===== src/rtl/timer_ctrl_pkg.sv =====
// Shared definitions for the multi-channel cook-timer controller:
// channel state encoding and the alarm counter width helper.
package timer_ctrl_pkg;

    // Per-channel state codes; 6 and 7 are unused and recover to ST_IDLE.
    typedef enum logic [2:0] {
        ST_IDLE  = 3'd0,
        ST_PROG  = 3'd1,
        ST_LOAD  = 3'd2,
        ST_RUN   = 3'd3,
        ST_PAUSE = 3'd4,
        ST_DONE  = 3'd5
    } state_t;

    // Bits needed to hold values 0..(value-1), never less than one.
    function automatic int clog2_min1(input int value);
        int w;
        w = 0;
        while ((1 << w) < value) begin
            w = w + 1;
        end
        if (w < 1) begin
            w = 1;
        end
        return w;
    endfunction

endpackage


===== src/rtl/timer_channel_fsm.sv =====
// One cook-timer channel: state register, next-state logic, bounded
// alarm counter and Moore output decode. Commands arrive already
// un-qualified; i_sel gates them here.
module timer_channel_fsm
    import timer_ctrl_pkg::*;
#(
    parameter int ALARM_PULSES = 8
) (
    input  logic clk,
    input  logic reset_n,
    input  logic i_sel,
    input  logic i_cooktime_req,
    input  logic i_start_req,
    input  logic i_pause_req,
    input  logic i_alarm_ack,
    input  logic i_timer_done,
    input  logic i_led_pulse,
    input  logic i_other_enters_prog,
    output logic o_enters_prog,
    output logic o_prog,
    output logic o_load,
    output logic o_run,
    output logic o_alarm
);

    localparam int             CNT_W      = clog2_min1(ALARM_PULSES + 1);
    localparam logic [CNT_W-1:0] ALARM_LOAD = CNT_W'(ALARM_PULSES);

    state_t           r_state;
    state_t           w_next_base;
    state_t           w_next;
    logic [CNT_W-1:0] r_alarm_cnt;

    logic w_cook;
    logic w_start;
    logic w_pause;
    logic w_ack;

    assign w_cook  = i_sel & i_cooktime_req;
    assign w_start = i_sel & i_start_req;
    assign w_pause = i_sel & i_pause_req;
    assign w_ack   = i_sel & i_alarm_ack;

    // Own next state from this channel's commands, ignoring other channels.
    always_comb begin
        // NOTE: every path starts from a default so no latch is inferred.
        w_next_base = r_state;
        case (r_state)
            ST_IDLE: begin
                if (w_cook)       w_next_base = ST_PROG;
                else if (w_start) w_next_base = ST_LOAD;
            end
            ST_PROG: begin
                if (w_start)      w_next_base = ST_LOAD;
            end
            ST_LOAD: begin
                w_next_base = ST_RUN;
            end
            ST_RUN: begin
                if (w_cook)            w_next_base = ST_PROG;
                else if (i_timer_done) w_next_base = ST_DONE;
                else if (w_pause)      w_next_base = ST_PAUSE;
            end
            ST_PAUSE: begin
                if (w_cook)                  w_next_base = ST_PROG;
                else if (w_start || w_pause) w_next_base = ST_RUN;
            end
            ST_DONE: begin
                if (w_cook)       w_next_base = ST_PROG;
                else if (w_start) w_next_base = ST_LOAD;
                else if (w_ack)   w_next_base = ST_IDLE;
            end
            default: begin
                w_next_base = ST_IDLE;
            end
        endcase
    end

    // Kept independent of i_other_enters_prog so the cross-channel wiring has no loop.
    assign o_enters_prog = (w_next_base == ST_PROG) && (r_state != ST_PROG);

    // Yield the editor role when another channel starts programming.
    always_comb begin
        w_next = w_next_base;
        if ((r_state == ST_PROG) && i_other_enters_prog) begin
            w_next = ST_IDLE;
        end
    end

    // State register.
    always_ff @(posedge clk or negedge reset_n) begin
        // NOTE: sequential state uses non-blocking assignments so all flops update together.
        if (!reset_n) r_state <= ST_IDLE;
        else          r_state <= w_next;
    end

    // Alarm flash budget: loaded on entering DONE, counts led_pulse down, cleared on exit.
    always_ff @(posedge clk or negedge reset_n) begin
        if (!reset_n) begin
            r_alarm_cnt <= '0;
        end else if ((w_next == ST_DONE) && (r_state != ST_DONE)) begin
            r_alarm_cnt <= ALARM_LOAD;
        end else if (w_next != ST_DONE) begin
            r_alarm_cnt <= '0;
        end else if (i_led_pulse && (r_alarm_cnt != '0)) begin
            r_alarm_cnt <= r_alarm_cnt - CNT_W'(1);
        end
    end

    assign o_prog  = (r_state == ST_PROG);
    assign o_load  = (r_state == ST_LOAD);
    assign o_run   = (r_state == ST_RUN);
    assign o_alarm = (r_state == ST_DONE) && ((ALARM_PULSES == 0) || (r_alarm_cnt != '0));

endmodule


===== src/rtl/multi_timer_control.sv =====
// Multi-channel cook-timer main controller. Holds the shared blink
// register, decodes ch_sel, enforces a single programming channel and
// combines the per-channel alarms.
module multi_timer_control #(
    parameter int N_CH         = 2,
    parameter int SEL_W        = 1,
    parameter int ALARM_PULSES = 8
) (
    input  logic             clk,
    input  logic             reset_n,
    input  logic             led_pulse,
    input  logic [SEL_W-1:0] ch_sel,
    input  logic             cooktime_req,
    input  logic             start_req,
    input  logic             pause_req,
    input  logic             alarm_ack,
    input  logic             seconds_req,
    input  logic             minutes_req,
    input  logic [N_CH-1:0]  timer_done,
    output logic [N_CH-1:0]  increment_seconds,
    output logic [N_CH-1:0]  increment_minutes,
    output logic [N_CH-1:0]  prog_mode,
    output logic [N_CH-1:0]  load_timer,
    output logic [N_CH-1:0]  run_enable,
    output logic [N_CH-1:0]  enabled_led,
    output logic [N_CH-1:0]  running_led,
    output logic [N_CH-1:0]  alarm_vec,
    output logic             alarm_out
);

    logic            r_flash;
    logic [N_CH-1:0] w_sel;
    logic [N_CH-1:0] w_enters_prog;
    logic [N_CH-1:0] w_other_enters_prog;
    logic [N_CH-1:0] w_prog;
    logic [N_CH-1:0] w_load;
    logic [N_CH-1:0] w_run;
    logic [N_CH-1:0] w_alarm;

    // Shared blink phase: toggles on each led_pulse strobe.
    always_ff @(posedge clk or negedge reset_n) begin
        if (!reset_n)       r_flash <= 1'b0;
        else if (led_pulse) r_flash <= ~r_flash;
    end

    for (genvar i = 0; i < N_CH; i++) begin : g_ch
        assign w_sel[i]               = (int'(ch_sel) == i);
        assign w_other_enters_prog[i] = |(w_enters_prog & ~(N_CH'(1) << i));

        timer_channel_fsm #(
            .ALARM_PULSES(ALARM_PULSES)
        ) u_channel (
            .clk                (clk),
            .reset_n            (reset_n),
            .i_sel              (w_sel[i]),
            .i_cooktime_req     (cooktime_req),
            .i_start_req        (start_req),
            .i_pause_req        (pause_req),
            .i_alarm_ack        (alarm_ack),
            .i_timer_done       (timer_done[i]),
            .i_led_pulse        (led_pulse),
            .i_other_enters_prog(w_other_enters_prog[i]),
            .o_enters_prog      (w_enters_prog[i]),
            .o_prog             (w_prog[i]),
            .o_load             (w_load[i]),
            .o_run              (w_run[i]),
            .o_alarm            (w_alarm[i])
        );
    end

    assign increment_seconds = w_prog & w_sel & {N_CH{cooktime_req & seconds_req}};
    assign increment_minutes = w_prog & w_sel & {N_CH{cooktime_req & minutes_req}};
    assign prog_mode         = w_prog;
    assign load_timer        = w_load;
    assign run_enable        = w_run;
    assign enabled_led       = w_run;
    assign running_led       = w_run & {N_CH{r_flash}};
    assign alarm_vec         = w_alarm;
    assign alarm_out         = (|w_alarm) & r_flash;

endmodule


===== config.mk =====
export PLATFORM = sky130hd
export DESIGN_NAME = multi_timer_control
export DESIGN_NICKNAME = d
export VERILOG_FILES = /design/src/rtl/timer_ctrl_pkg.sv /design/src/rtl/timer_channel_fsm.sv /design/src/rtl/multi_timer_control.sv
export SDC_FILE = /design/constraint.sdc
export NUM_CORES = 1
export LEC_CHECK = 0
export ABC_AREA = 1
export CORE_MARGIN = 2
export CORE_UTILIZATION = 35
export CTS_CLUSTER_DIAMETER = 150
export CTS_CLUSTER_SIZE = 25
export DETAILED_ROUTE_END_ITERATION = 6
export SKIP_CTS_REPAIR_TIMING = 1
export SLEW_MARGIN = 10
export SYNTH_ARGS = -nofsm -noshare
export SYNTH_HDL_FRONTEND = slang
export SYNTH_HIERARCHICAL = 1
export SYNTH_SLANG_ARGS = --single-unit

===== constraint.sdc =====
create_clock -name clk -period 1.7 [get_ports clk]
set_clock_uncertainty 0.15 [all_clocks]
set_input_delay 0.425 -clock clk [delete_from_list [all_inputs] [get_ports clk]]
set_output_delay 0.425 -clock clk [all_outputs]
set_load 0.02 [all_outputs]

==> run metrics <==
CP Class=reg2out; Switching Share=roughly 45%; GR Overflow Total=0; yosys warns=6; final hold viol count=0; Num Clock Sinks=15; Detailed Route Iter0 Violations=63; area of the core=3420 µm²; post-route setup slack=-253 ps; Clock power frac=6.3%; Vias/cell=4.72; reg2reg end=g_ch[0].u_channel/r_state[1]; Num CTS Buffers=3; initial core utilization=37.4%; Post-Route WL=4240 µm; Die Ht=64.4 µm; most common cell after layout, fill and taps aside=buf_4; total track usage=20.2%; Setup crit end kind=primary output; critical path arrival=1380 ps; count of final setup violators=21; crit path max fanout=2; clk slew on worst S/H paths=80 ps; Mapped Cells=203; Seq cells post-synth=15; first-pass GRT wire length=6690 µm; htree depth=1; failing checks=setup timing; Slew headroom=81.6%; Critical Path Source Type=flip-flop; row count=21; Final GP Congestion=slightly above 0.9; Pwr Total=3.10 mW; DRC viols=0; RSZ-0062 raised after global routing=true; area growth from synthesis to layout=94.6%; Max clock buf depth=2; CP required=1120 ps; Seq/Total Area, Yosys=about 29%; vias in the first global route=1,574; Post-synth ARST share=between 90% and 100%; HP Class=in2async; Post-synth EDFFs=0; Yosys cell types=22; Ports=29; sequential power share=17.3%; Slew Limit Fails=0; Worst-Skew Late Latency=between 200 and 300 ps; routed vias=1,660; Layout Nets=about 320; layout cells sized above 1=53.9%; CTS tree=yes; ANT cells=0; pre-CTS WS=-677 ps; Leak Pwr=1.33 nW; Net Count, Synth=217; r2r worst-path depth=11; Tcrit/Tclk final=115%; Logic pwr share=76.4%; fmax=512 MHz; Internal=1.72 mW; Reg-to-Reg Start=g_ch[1].u_channel/r_state[2]; DIE AREA=4150 µm²; Synth Flop Type=dfrtp_1; min Tclk post-route=1950 ps; die extent in x=64.4 µm; WL/cell=12.1 µm; Psw=1.38 mW; largest net degree at the start of global routing=16; MaxCap Viol Count=0; synthesized area=1280 µm²; hold slack=316 ps; finished layout cell area=approximately 2500 µm²; Least-Margin Pin Slew=~270 ps; CTS root buf=clkbuf_4; PD cells=1250 nW/µm²; initial antenna violation count=0; register-to-register setup slack=-100 ps; commonest non-fill, non-tap cells in the layout=64 x buf_4, 49 x nand2_1, 27 x buf_6, 20 x inv_1, 18 x nand3_1; VDD IR max=approximately 0.00095 V; # port buffers=28; drt first pass iters=4; post-route ant nets=0; synthesized area per cell=6.29 µm²; post-DP HPWL=3130 µm; outcome=complete, but fails checks; placement-stage cell area=2110 µm²
==> registers in the layout (all words and copies together), names as in the netlist <==
register                    flops
g_ch.u_channel/r_alarm_cnt      8
r_flash                         1
g_ch.u_channel/r_state          6
==> layout make-up <==
cell class | instances | area [µm²]
clock buffer | 4 | 26.3
fill | 278 | 932
inverter | 33 | 124
multi-input combinational | 151 | 978
sequential | 15 | 380
tap | 46 | 57.6
timing repair buffer | 103 | 917
==> routing by layer <==
layer / vias to the layer above / routed length [µm] / track usage (%)
li1: 851 / - / -
met1: 745 / 1790 / 27.4
met2: 54 / 2160 / 33.1
met3: 10 / 214 / 1.58
met4: 0 / 80 / 7.98
met5: - / 0 / 0
==> logic make-up after synthesis <==
group | share of synthesized area [%]
buf+inv | 12.1
compound gates | 8.82
flops | 29.4
fa+ha+maj | 1.96
simple gates | 46.4
xor+xnor | 1.37
==> stage by stage <==
step | util (%) | setup TNS, ps | cells
floorplan | - | 0 | 203
global placement | 61.7 | -12080 | 336
detailed placement | 61.7 | -12220 | 336
CTS | 62.5 | -12790 | 340
global route | 72.7 | -4360 | 352
finish | 72.7 | -3030 | 352
==> worst max-delay path by stage <==
stage	from	to	slack (ps)	cells past startpoint
after floorplan	g_ch[1].u_channel/r_state[2]	g_ch[0].u_channel/r_state[0]	20	9
after global placement	cooktime_req	increment_minutes[1]	-640	4
after detailed placement	cooktime_req	increment_minutes[1]	-680	4
after CTS	g_ch[1].u_channel/r_state[2]	increment_minutes[1]	-760	5
after global routing	g_ch[0].u_channel/r_alarm_cnt[1]	alarm_out	-320	7
final	g_ch[1].u_channel/r_alarm_cnt[1]	alarm_out	-250	7
==> synth_stat cells, drive strengths merged, types with 4 or more instances <==
cell | instances | area share (%)
nand3 | 24 | 10
nand2 | 61 | 18
dfrtp | 15 | 29
o21ai | 4 | 1.6
a22oi | 4 | 2.4
a21oi | 10 | 3.9
nand4 | 6 | 3.9
inv | 33 | 9.7
nor2 | 30 | 10
buf | 4 | 2.4
==> worst max-delay path: stages, from the launching register on <==
cell	delay [ps]
dfrtp_1	400
inv_2	80
ha_4	140
nand3_2	60
and2_4	180
nor2_4	90
nor2_4	40
buf_6	120
==> power groups by stage <==
stage / Sequential (mW) / Clock [mW] / Combinational (mW)
3_5_place_dp: 0.512 / 0 / 1.77
3_3_place_gp: 0.509 / 0 / 1.76
5_1_grt: 0.543 / 0.217 / 2.54
2_1_floorplan: 0.508 / 0 / 0.869
4_1_cts: 0.507 / 0.204 / 1.78
6_report: 0.535 / 0.195 / 2.37
(Power assumes the default switching activity.)
